==> config.mk <==
export PLATFORM = sky130hd
export DESIGN_NAME = data_mem_arbiter_flat
export DESIGN_NICKNAME = d
export VERILOG_FILES = /design/src/rtl/data_mem_arbiter_if.sv /design/src/rtl/data_mem_arbiter.sv /design/src/flat_wrapper.sv
export SDC_FILE = /design/constraint.sdc
export NUM_CORES = 1
export LEC_CHECK = 0
export CAP_MARGIN = 20
export CORE_UTILIZATION = 39
export DETAILED_ROUTE_END_ITERATION = 16
export GPL_ROUTABILITY_DRIVEN = 0
export PLACE_DENSITY = 0.9
export SYNTH_ARGS = -nofsm -noshare
export SYNTH_HDL_FRONTEND = slang
export SYNTH_SLANG_ARGS = --single-unit
==> constraint.sdc <==
create_clock -name i_clk -period 4.1 [get_ports i_clk]
set_input_delay 0.41 -clock i_clk [delete_from_list [all_inputs] [get_ports i_clk]]
set_output_delay 0.41 -clock i_clk [all_outputs]
set_load 0.05 [all_outputs]
==> src/rtl/data_mem_arbiter_if.sv <==
`default_nettype none
// ============================================================================
// Module   : data_mem_arbiter_if
// Brief    : CPU, debug and memory-side bus bundle for data_mem_arbiter.
// Revision : 1.0  initial release
// ============================================================================

`ifndef WRITE_DISABLE
`define WRITE_DISABLE 2'b00
`define WRITE_BYTE    2'b01
`define WRITE_HALF    2'b10
`define WRITE_WORD    2'b11
`define READ_DISABLE  2'b00
`define READ_BYTE     2'b01
`define READ_HALF     2'b10
`define READ_WORD     2'b11
`endif

interface data_mem_arbiter_if #(
    parameter int NB_DEPTH = 8,
    parameter int NB_DATA  = 32
);
    logic [NB_DEPTH-1:0] i_cpu_addr;
    logic [NB_DATA-1:0]  i_cpu_wdata;
    logic [1:0]          i_cpu_we;
    logic [1:0]          i_cpu_re;
    logic [NB_DATA-1:0]  o_cpu_rdata;
    logic                o_cpu_stall;

    logic                i_dbg_req;
    logic [1:0]          i_dbg_op;
    logic [NB_DEPTH-1:0] i_dbg_addr;
    logic [NB_DATA-1:0]  i_dbg_wdata;
    logic                i_dbg_rready;
    logic                o_dbg_ack;
    logic                o_dbg_rvalid;
    logic [NB_DATA-1:0]  o_dbg_rdata;
    logic [NB_DEPTH-1:0] o_dbg_raddr;
    logic                o_dbg_done;
    logic                o_dbg_busy;

    logic [NB_DEPTH-1:0] o_mem_addr;
    logic [NB_DATA-1:0]  o_mem_wdata;
    logic [1:0]          o_mem_we;
    logic [1:0]          o_mem_re;
    logic [NB_DATA-1:0]  i_mem_rdata;

    // Arbiter side
    modport slave (
        input  i_cpu_addr, i_cpu_wdata, i_cpu_we, i_cpu_re,
        output o_cpu_rdata, o_cpu_stall,
        input  i_dbg_req, i_dbg_op, i_dbg_addr, i_dbg_wdata, i_dbg_rready,
        output o_dbg_ack, o_dbg_rvalid, o_dbg_rdata, o_dbg_raddr, o_dbg_done, o_dbg_busy,
        output o_mem_addr, o_mem_wdata, o_mem_we, o_mem_re,
        input  i_mem_rdata
    );

    // CPU / debugger / memory side
    modport master (
        output i_cpu_addr, i_cpu_wdata, i_cpu_we, i_cpu_re,
        input  o_cpu_rdata, o_cpu_stall,
        output i_dbg_req, i_dbg_op, i_dbg_addr, i_dbg_wdata, i_dbg_rready,
        input  o_dbg_ack, o_dbg_rvalid, o_dbg_rdata, o_dbg_raddr, o_dbg_done, o_dbg_busy,
        input  o_mem_addr, o_mem_wdata, o_mem_we, o_mem_re,
        output i_mem_rdata
    );
endinterface

`default_nettype wire

==> src/rtl/data_mem_arbiter.sv <==
`default_nettype none
// ============================================================================
// Module   : data_mem_arbiter
// Brief    : Shares one data memory between a CPU port (priority) and a debug
//            port offering word read, word write and full-memory dump.
//            Optional macro DMEM_ARB_STARVE_GUARD_EN adds a starvation guard.
// Revision : 1.0  initial release
// ============================================================================

module data_mem_arbiter #(
    parameter int NB_DEPTH     = 8,
    parameter int NB_DATA      = 32,
    parameter int STARVE_LIMIT = 16
) (
    input  wire logic         i_clk,
    input  wire logic         i_rst_n,
    data_mem_arbiter_if.slave bus
);
    localparam logic [2:0] IDLE       = 3'd0;
    localparam logic [2:0] RD_WAIT    = 3'd1;
    localparam logic [2:0] RESP       = 3'd2;
    localparam logic [2:0] DUMP_ISSUE = 3'd3;
    localparam logic [2:0] DUMP_WAIT  = 3'd4;
    localparam logic [2:0] DUMP_RESP  = 3'd5;

    localparam logic [1:0] OP_NOP  = 2'b00;
    localparam logic [1:0] OP_RD   = 2'b01;
    localparam logic [1:0] OP_WR   = 2'b10;
    localparam logic [1:0] OP_DUMP = 2'b11;

    localparam logic [NB_DEPTH-1:0] LAST_ADDR = '1;

    logic [2:0]          r_state;
    logic [2:0]          w_next;
    logic [NB_DEPTH-1:0] r_dump_cnt;
    logic [NB_DEPTH-1:0] r_issue_addr;
    logic [NB_DEPTH-1:0] r_raddr;
    logic [NB_DATA-1:0]  r_rdata;
    logic                r_done;

    logic w_cpu_active;
    logic w_idle_req;
    logic w_issue_pend;
    logic w_force;
    logic w_grant;
    logic w_accept;
    logic w_hs;

    // Debug logic is gated by reset so nothing reaches memory while held in reset
    assign w_cpu_active = (bus.i_cpu_we != `WRITE_DISABLE) || (bus.i_cpu_re != `READ_DISABLE);
    assign w_idle_req   = (r_state == IDLE) && bus.i_dbg_req;
    assign w_issue_pend = i_rst_n &&
                          ((w_idle_req && (bus.i_dbg_op == OP_RD || bus.i_dbg_op == OP_WR)) ||
                           (r_state == DUMP_ISSUE));
    assign w_grant      = w_issue_pend && (!w_cpu_active || w_force);
    assign w_accept     = i_rst_n && w_idle_req &&
                          (bus.i_dbg_op == OP_NOP || bus.i_dbg_op == OP_DUMP || w_grant);
    assign w_hs         = ((r_state == RESP) || (r_state == DUMP_RESP)) && bus.i_dbg_rready;

`ifdef DMEM_ARB_STARVE_GUARD_EN
    localparam int SW = $clog2(STARVE_LIMIT + 1);
    localparam logic [SW-1:0] STARVE_MAX = SW'(STARVE_LIMIT);

    logic [SW-1:0] r_starve_cnt;

    // Counts consecutive cycles a debug issue loses to the CPU
    always_ff @(posedge i_clk or negedge i_rst_n) begin
        if (!i_rst_n) begin
            r_starve_cnt <= '0;
        end else if (w_grant || !w_issue_pend) begin
            r_starve_cnt <= '0;
        end else if (r_starve_cnt != STARVE_MAX) begin
            r_starve_cnt <= r_starve_cnt + SW'(1);
        end
    end

    assign w_force         = w_issue_pend && (r_starve_cnt == STARVE_MAX);
    assign bus.o_cpu_stall = w_force && w_cpu_active;
`else
    assign w_force         = 1'b0;
    assign bus.o_cpu_stall = 1'b0;
`endif

    always_ff @(posedge i_clk or negedge i_rst_n) begin
        if (!i_rst_n) begin
            r_state <= IDLE;
        end else begin
            r_state <= w_next;
        end
    end

    always_comb begin
        w_next = r_state;
        case (r_state)
            IDLE: begin
                if (w_accept) begin
                    case (bus.i_dbg_op)
                        OP_RD:   w_next = RD_WAIT;
                        OP_DUMP: w_next = DUMP_ISSUE;
                        default: w_next = IDLE;
                    endcase
                end
            end
            RD_WAIT:    w_next = RESP;
            RESP:       if (bus.i_dbg_rready) w_next = IDLE;
            DUMP_ISSUE: if (w_grant) w_next = DUMP_WAIT;
            DUMP_WAIT:  w_next = DUMP_RESP;
            DUMP_RESP: begin
                if (bus.i_dbg_rready) begin
                    w_next = (r_dump_cnt == LAST_ADDR) ? IDLE : DUMP_ISSUE;
                end
            end
            default:    w_next = IDLE;
        endcase
    end

    always_comb begin
        bus.o_mem_addr  = bus.i_cpu_addr;
        bus.o_mem_wdata = bus.i_cpu_wdata;
        bus.o_mem_we    = bus.i_cpu_we;
        bus.o_mem_re    = bus.i_cpu_re;
        if (w_grant) begin
            bus.o_mem_wdata = bus.i_dbg_wdata;
            bus.o_mem_we    = `WRITE_DISABLE;
            bus.o_mem_re    = `READ_DISABLE;
            if (r_state == DUMP_ISSUE) begin
                bus.o_mem_addr = r_dump_cnt;
                bus.o_mem_re   = `READ_WORD;
            end else begin
                bus.o_mem_addr = bus.i_dbg_addr;
                if (bus.i_dbg_op == OP_WR) begin
                    bus.o_mem_we = `WRITE_WORD;
                end else begin
                    bus.o_mem_re = `READ_WORD;
                end
            end
        end
    end

    assign bus.o_cpu_rdata  = bus.i_mem_rdata;
    assign bus.o_dbg_ack    = w_accept;
    assign bus.o_dbg_busy   = (r_state != IDLE);
    assign bus.o_dbg_rvalid = (r_state == RESP) || (r_state == DUMP_RESP);
    assign bus.o_dbg_rdata  = r_rdata;
    assign bus.o_dbg_raddr  = r_raddr;
    assign bus.o_dbg_done   = r_done;

    always_ff @(posedge i_clk or negedge i_rst_n) begin
        if (!i_rst_n) begin
            r_done       <= 1'b0;
            r_dump_cnt   <= '0;
            r_issue_addr <= '0;
            r_raddr      <= '0;
            r_rdata      <= '0;
        end else begin
            r_done <= (w_accept && (bus.i_dbg_op == OP_WR || bus.i_dbg_op == OP_NOP)) ||
                      (w_hs && ((r_state == RESP) || (r_dump_cnt == LAST_ADDR)));
            if (w_accept && bus.i_dbg_op == OP_DUMP) begin
                r_dump_cnt <= '0;
            end else if (w_hs && r_state == DUMP_RESP && r_dump_cnt != LAST_ADDR) begin
                r_dump_cnt <= r_dump_cnt + 1'b1;
            end
            if (w_grant) begin
                r_issue_addr <= (r_state == DUMP_ISSUE) ? r_dump_cnt : bus.i_dbg_addr;
            end
            // Memory read data is valid the cycle after issue
            if (r_state == RD_WAIT || r_state == DUMP_WAIT) begin
                r_rdata <= bus.i_mem_rdata;
                r_raddr <= r_issue_addr;
            end
        end
    end
endmodule

`default_nettype wire

==> src/flat_wrapper.sv <==
// flat-port wrapper written by rule: the top's interface ports become plain ports
module data_mem_arbiter_flat 
#(
    parameter int NB_DEPTH     = 8,
    parameter int NB_DATA      = 32,
    parameter int STARVE_LIMIT = 16
)
  (i_clk, i_rst_n, bus_i_cpu_addr, bus_i_cpu_wdata, bus_i_cpu_we, bus_i_cpu_re, bus_o_cpu_rdata, bus_o_cpu_stall, bus_i_dbg_req, bus_i_dbg_op, bus_i_dbg_addr, bus_i_dbg_wdata, bus_i_dbg_rready, bus_o_dbg_ack, bus_o_dbg_rvalid, bus_o_dbg_rdata, bus_o_dbg_raddr, bus_o_dbg_done, bus_o_dbg_busy, bus_o_mem_addr, bus_o_mem_wdata, bus_o_mem_we, bus_o_mem_re, bus_i_mem_rdata);
  data_mem_arbiter_if #(.NB_DEPTH(NB_DEPTH), .NB_DATA(NB_DATA)) bus_i ();
  input  wire logic i_clk;
  input  wire logic i_rst_n;
  input wire logic [$bits(bus_i.i_cpu_addr)-1:0] bus_i_cpu_addr;
  input wire logic [$bits(bus_i.i_cpu_wdata)-1:0] bus_i_cpu_wdata;
  input wire logic [$bits(bus_i.i_cpu_we)-1:0] bus_i_cpu_we;
  input wire logic [$bits(bus_i.i_cpu_re)-1:0] bus_i_cpu_re;
  output wire logic [$bits(bus_i.o_cpu_rdata)-1:0] bus_o_cpu_rdata;
  output wire logic [$bits(bus_i.o_cpu_stall)-1:0] bus_o_cpu_stall;
  input wire logic [$bits(bus_i.i_dbg_req)-1:0] bus_i_dbg_req;
  input wire logic [$bits(bus_i.i_dbg_op)-1:0] bus_i_dbg_op;
  input wire logic [$bits(bus_i.i_dbg_addr)-1:0] bus_i_dbg_addr;
  input wire logic [$bits(bus_i.i_dbg_wdata)-1:0] bus_i_dbg_wdata;
  input wire logic [$bits(bus_i.i_dbg_rready)-1:0] bus_i_dbg_rready;
  output wire logic [$bits(bus_i.o_dbg_ack)-1:0] bus_o_dbg_ack;
  output wire logic [$bits(bus_i.o_dbg_rvalid)-1:0] bus_o_dbg_rvalid;
  output wire logic [$bits(bus_i.o_dbg_rdata)-1:0] bus_o_dbg_rdata;
  output wire logic [$bits(bus_i.o_dbg_raddr)-1:0] bus_o_dbg_raddr;
  output wire logic [$bits(bus_i.o_dbg_done)-1:0] bus_o_dbg_done;
  output wire logic [$bits(bus_i.o_dbg_busy)-1:0] bus_o_dbg_busy;
  output wire logic [$bits(bus_i.o_mem_addr)-1:0] bus_o_mem_addr;
  output wire logic [$bits(bus_i.o_mem_wdata)-1:0] bus_o_mem_wdata;
  output wire logic [$bits(bus_i.o_mem_we)-1:0] bus_o_mem_we;
  output wire logic [$bits(bus_i.o_mem_re)-1:0] bus_o_mem_re;
  input wire logic [$bits(bus_i.i_mem_rdata)-1:0] bus_i_mem_rdata;
  assign bus_i.i_cpu_addr = bus_i_cpu_addr;
  assign bus_i.i_cpu_wdata = bus_i_cpu_wdata;
  assign bus_i.i_cpu_we = bus_i_cpu_we;
  assign bus_i.i_cpu_re = bus_i_cpu_re;
  assign bus_o_cpu_rdata = bus_i.o_cpu_rdata;
  assign bus_o_cpu_stall = bus_i.o_cpu_stall;
  assign bus_i.i_dbg_req = bus_i_dbg_req;
  assign bus_i.i_dbg_op = bus_i_dbg_op;
  assign bus_i.i_dbg_addr = bus_i_dbg_addr;
  assign bus_i.i_dbg_wdata = bus_i_dbg_wdata;
  assign bus_i.i_dbg_rready = bus_i_dbg_rready;
  assign bus_o_dbg_ack = bus_i.o_dbg_ack;
  assign bus_o_dbg_rvalid = bus_i.o_dbg_rvalid;
  assign bus_o_dbg_rdata = bus_i.o_dbg_rdata;
  assign bus_o_dbg_raddr = bus_i.o_dbg_raddr;
  assign bus_o_dbg_done = bus_i.o_dbg_done;
  assign bus_o_dbg_busy = bus_i.o_dbg_busy;
  assign bus_o_mem_addr = bus_i.o_mem_addr;
  assign bus_o_mem_wdata = bus_i.o_mem_wdata;
  assign bus_o_mem_we = bus_i.o_mem_we;
  assign bus_o_mem_re = bus_i.o_mem_re;
  assign bus_i.i_mem_rdata = bus_i_mem_rdata;
  data_mem_arbiter #(.NB_DEPTH(NB_DEPTH), .NB_DATA(NB_DATA), .STARVE_LIMIT(STARVE_LIMIT)) u_core (.i_clk(i_clk), .i_rst_n(i_rst_n), .bus(bus_i));
endmodule
Yosys cells after proc, flatten, opt, wreduce, memory -nomap -nowiden. Index checks and enable logic that the tools add are counted.

Output and inout bits: 121. Latch bits: 0. Logic and storage cells: 69. Bits in read-only memories: 0. Register bits after elaboration: 60. Bits in writable memories: 0. Memories kept: 0.

Bitwise operators: 0. Shifts and indexed selects: 0. Equal/unequal tests: 14. $lt $le $gt $ge: 0. $mul: 0. Add/subtract/negate cells: 1. Muxes and demuxes: 18. Reduce and logical (&&, ||, !) cells: 30. Divide/modulo/power cells: 0.

Operator list (count): $mux 32 (1); $mux 8 (4); $pmux 3 s6 (1); $mux 2 (7); $logic_and 1x1->1 (12); $mux 3 (4); $logic_or 1x1->1 (10); $add 8x1->8 const B (1); $eq 8x8->1 const B (1); $ne 8x8->1 const B (1); $eq 3x2->1 const B (2); $eq 3x3->1 const B (2); $reduce_bool 2->1 (3); $eq 2x2->1 const B (2); $ne 2x1->1 const B (2); $ne 2x2->1 const B (2); $pmux 2 s2 (1); $reduce_and 4->1 (1); $eq 3x1->1 const B (1); $logic_not 3->1 (1); $reduce_bool 3->1 (1); $eq 2x1->1 const B (1); $logic_not 2->1 (1); $logic_not 1->1 (1).

Depth between registers and ports, before layout.
Depth after elaboration: 10. Mapped depth: 7. Gate-level depth less buffers: 6.

Worst setup path before layout. Ideal clock, no wire load.

Path kind: input -> output. Start: input bus_i_cpu_we[1]. End: output bus_o_dbg_ack. Required time: 3690 ps. Arrival time: 2604 ps. Stages: 3. Path buffers: 0. Path slack: 1086 ps. Cells stage by stage: or4_4 > or3_4 > a211oi_1.

Cells in the longest elaborated chain, start to end: 6.

RTL lines: start, declared (RTL line flat_wrapper.sv:14) `input wire logic [$bits(bus_i.i_cpu_we)-1:0] bus_i_cpu_we;`; $reduce_bool 2->1 (no line); $logic_or 1x1->1 (RTL line data_mem_arbiter.sv:50) `` assign w_cpu_active = (bus.i_cpu_we != `WRITE_DISABLE) || (bus.i_cpu_re != `READ_DISABLE); ``; $logic_not 1->1 (RTL line data_mem_arbiter.sv:55) `assign w_grant = w_issue_pend && (!w_cpu_active || w_force);`; $logic_and 1x1->1 (RTL line data_mem_arbiter.sv:55); $logic_or 1x1->1 (RTL line data_mem_arbiter.sv:57) `(bus.i_dbg_op == OP_NOP || bus.i_dbg_op == OP_DUMP || w_grant);`; $logic_and 1x1->1 (RTL line data_mem_arbiter.sv:56) `assign w_accept = i_rst_n && w_idle_req &&`; end, declared (RTL line flat_wrapper.sv:23) `output wire logic [$bits(bus_i.o_dbg_ack)-1:0] bus_o_dbg_ack;`.

No other way between the ends.

Final worst setup path.
Start: input bus_i_dbg_op[0]. End: output bus_o_mem_wdata[3].

Cells in the longest elaborated chain, start to end: 7.

RTL lines: start, declared (RTL line flat_wrapper.sv:19) `input wire logic [$bits(bus_i.i_dbg_op)-1:0] bus_i_dbg_op;`; $eq 2x1->1 or $eq 2x2->1 (tied branches) (RTL line data_mem_arbiter.sv:53) `((w_idle_req && (bus.i_dbg_op == OP_RD || bus.i_dbg_op == OP_WR)) ||`; $logic_or 1x1->1 * (RTL line data_mem_arbiter.sv:53); $logic_and 1x1->1 * (RTL line data_mem_arbiter.sv:53); $logic_or 1x1->1 * (RTL line data_mem_arbiter.sv:53); $logic_and 1x1->1 * (RTL line data_mem_arbiter.sv:52) `assign w_issue_pend = i_rst_n &&`; $logic_and 1x1->1 * (RTL line data_mem_arbiter.sv:55); $mux 32 * (RTL line data_mem_arbiter.sv:122) `if (w_grant) begin`; end, declared (RTL line flat_wrapper.sv:30) `output wire logic [$bits(bus_i.o_mem_wdata)-1:0] bus_o_mem_wdata;`.

Every way passes the cells marked *; elsewhere a longest branch is shown, timed or not.

==> metrics <==
Tot GR Track Use=a little over a fifth; final hold viol count=0; dpl cell area=0.00570 mm²; routed vias/inst=5.03; residual DRC count=0; Cell Pwr Density=604 mW/mm²; fmax=0.267 GHz; port buffer count=241; Psw=1.62 mW; Max IR drop VDD=0.000271 V; hold_ws=0.288 ns; crit path DAT=3.33 ns; number of flops mapped to enable cells by yosys=0; CTS Sinks=60; Worst setup SP type=primary input; post_cts resized=0; final core utilization=about two thirds; synthesis-stage register bit count=60; P_int=slightly below 2 mW; Reg power frac=27.3%; post-synthesis cell count=313; layout cell share with drive strength beyond 1=between 20 and 30%; antenna violations before repair=0; Initial Util=~40%; outcome=finished clean; worst relative slew slack=49.4%; # diodes=0; Vias=3185; Clock Latency Late Sink=0.33 ns; count of cell types in the netlist=46; Final Instance Area=0.00594 mm²; Seq/Total Area, Yosys=42.8%; max cap viols=0; WL/cell=15.7 µm; H-tree depth=3; hold crit path type=primary input to async pin; worst slew pin tran=roughly 0.76 ns; Root Buffer=clkbuf_8; synthesis-to-layout area growth=69.3%; clock skew=around 0.011 ns; CTS max path bufs=2; FF/Latch Area=~0.0015 mm²; Die Ht=96.8 µm; filler cell count=641; dpl cells=between 600 and 700; switching share of total power=between 40% and 50%; TritonCTS buffer count=9; CTS tree=done; critical path endpoint category=primary output; first-pass GRT wire length=15900 µm; crit-path max FO=39; setup ws final=0.358 ns; r2r setup slk=1.99 ns; Mapped Area=0.00351 mm²; syn nets=440; WP data required=3.69 ns; Final Max Tran Viols=0; RSZ-0062 raised after global routing=no; FP Rows=34; Final #Nets=around 650; Setup TNS Final=0 ns; largest net degree at the start of global routing=63; Avg Inst Size Synth=11.2 µm²; Die ar.=between 0.009 and 0.01 mm²; drt first pass iters=4; Post-Place Worst Slack=0.348 ns; Hold-fix buffers, CTS=0; core area=between 0.008 and 0.009 mm²; R2R Path End=u_core.bus.o_dbg_rdata[28]; clock network fraction of total power=15.3%; Final ANT Viol Nets=0; yosys warns=0; final setup violation count=0; Die X=96.8 µm; Static Leak=about 2.4 nW; Setup CP Type=primary input to primary output; Post-Layout Cell Count=633; Comb pwr share=57.4%; Tcrit/Tclk final=around nine tenths; Post-Route WL=between 9000 and 10000 µm; DP HPWL=about 8000 µm; Tot Pwr=about 3.6 mW; DR iter-0 viols=80; Remaining Overflow, GRT=0; Final Critical Period=~3.7 ns; Multi-input gate area=approximately 0.0017 mm²; asr flop ratio synth=100%; reg2reg start=u_core.r_state[0]; CTS clk-pin slew, worst paths=0.07 ns; R2R depth=4; Primary FF master, synth=dfrtp_1; setup repair bufs after CTS=0; num ports=243; via count of the first global-routing pass=roughly 3300
-- synthesized netlist by cell type, types with 2 or more instances --
cell type | number | area [µm²]
o21a_1 | 16 | 120
o31ai_1 | 4 | 30.0
o21ai_0 | 6 | 30.0
a31o_2 | 2 | 17.5
or3_1 | 3 | 18.8
dfrtp_1 | 60 | 1500
mux2_2 | 72 | 811
or2_2 | 3 | 18.8
o211ai_1 | 2 | 15.0
buf_4 | 33 | 248
a2111oi_4 | 2 | 55.1
buf_1 | 2 | 7.51
inv_1 | 8 | 30.0
ha_1 | 5 | 62.6
xnor2_1 | 3 | 26.3
a2111oi_0 | 3 | 26.3
nor4b_1 | 2 | 17.5
nand2b_1 | 2 | 12.5
o21bai_1 | 2 | 15.0
nand3_1 | 10 | 50.1
buf_2 | 10 | 50.1
a21oi_1 | 4 | 20.0
nor2_1 | 7 | 26.3
clkbuf_1 | 4 | 15.0
nor4bb_1 | 2 | 20.0
nand2_1 | 26 | 97.6
-- cell families after synthesis --
family,after synthesis,synth area share (%)
fa+ha+maj,5,1.78
buf+inv,57,9.99
mux,73,23.4
compound gates,46,10.6
other cells,1,0.107
simple gates,67,10.3
xor+xnor,4,0.999
flops,60,42.8
-- critical path: stages --
cell	delay, ns
clkdlybuf4s50_1	0.50
inv_1	0.07
ha_1	0.37
nand4bb_1	0.17
a2111oi_4	0.47
buf_12	0.26
mux2_2	0.35
clkdlybuf4s50_1	0.70
-- layout make-up --
class | instances | area share (%)
timing repair buffer | 245 | 40.4
clock inverter | 5 | 0.991
clock buffer | 11 | 2.55
multi-input combinational | 196 | 28.0
tap | 108 | 2.28
sequential | 60 | 25.3
inverter | 8 | 0.506
-- flip-flops by register name, summed over array words and instances (netlist names) --
signal                  cells
u_core.r_state              3
u_core.bus.o_dbg_rdata     32
u_core.bus.o_dbg_raddr      8
u_core.r_issue_addr         8
u_core.bus.o_dbg_done       1
u_core.r_dump_cnt           8
-- worst max path at each step --
stage | startpoint | end | slack, ns | cells after the start
5_1_grt | bus_i_dbg_op[0] | bus_o_mem_wdata[6] | 0.20 | 8
6_report | bus_i_dbg_op[0] | bus_o_mem_wdata[3] | 0.36 | 8
3_5_place_dp | bus_i_dbg_op[0] | bus_o_mem_wdata[31] | 0.35 | 8
3_3_place_gp | bus_i_dbg_op[0] | bus_o_mem_wdata[0] | 0.39 | 8
2_1_floorplan | bus_i_cpu_we[1] | bus_o_dbg_ack | 1.09 | 3
4_1_cts | bus_i_dbg_op[0] | bus_o_mem_wdata[3] | 0.35 | 8
-- power groups by stage --
stage | Clock, mW | Combinational, mW | Sequential [mW]
global route | 0.590 | 2.14 | 1.02
CTS | 0.561 | 2.06 | 0.980
global placement | 0 | 2.03 | 0.977
floorplan | 0 | 0.704 | 1.64
detailed placement | 0 | 2.05 | 0.991
finish | 0.549 | 2.06 | 0.978
-- layer usage --
layer	track usage (%)	wire length, µm	vias up	part of all wire (%)
met2	41.4	5720	148	57
met4	9.30	191	0	1.9
met1	20.9	3390	1517	34
met3	5.42	663	15	6.7
li1	-	-	1505	-
met5	0	0	-	0
-- layout by cell type (no fill, tap or decap), types with 3 or more instances in the layout --
| cell type | Yosys | routed |
|---|---|---|
| or3_1 | 3 | 3 |
| or2_2 | 3 | 3 |
| o31ai_1 | 4 | 4 |
| mux2_2 | 72 | 72 |
| o21ai_0 | 6 | 6 |
| o21a_1 | 16 | 16 |
| dfrtp_1 | 60 | 60 |
| clkdlybuf4s50_1 | 0 | 211 |
| buf_4 | 33 | 31 |
| clkbuf_8 | 0 | 11 |
| nor2_1 | 7 | 6 |
| ha_1 | 5 | 5 |
| a21oi_1 | 4 | 4 |
| inv_1 | 8 | 8 |
| a2111oi_0 | 3 | 3 |
| xnor2_1 | 3 | 3 |
| nand2_1 | 26 | 26 |
| nand3_1 | 10 | 10 |
No activity file was read; power rests on OpenSTA's default activity.
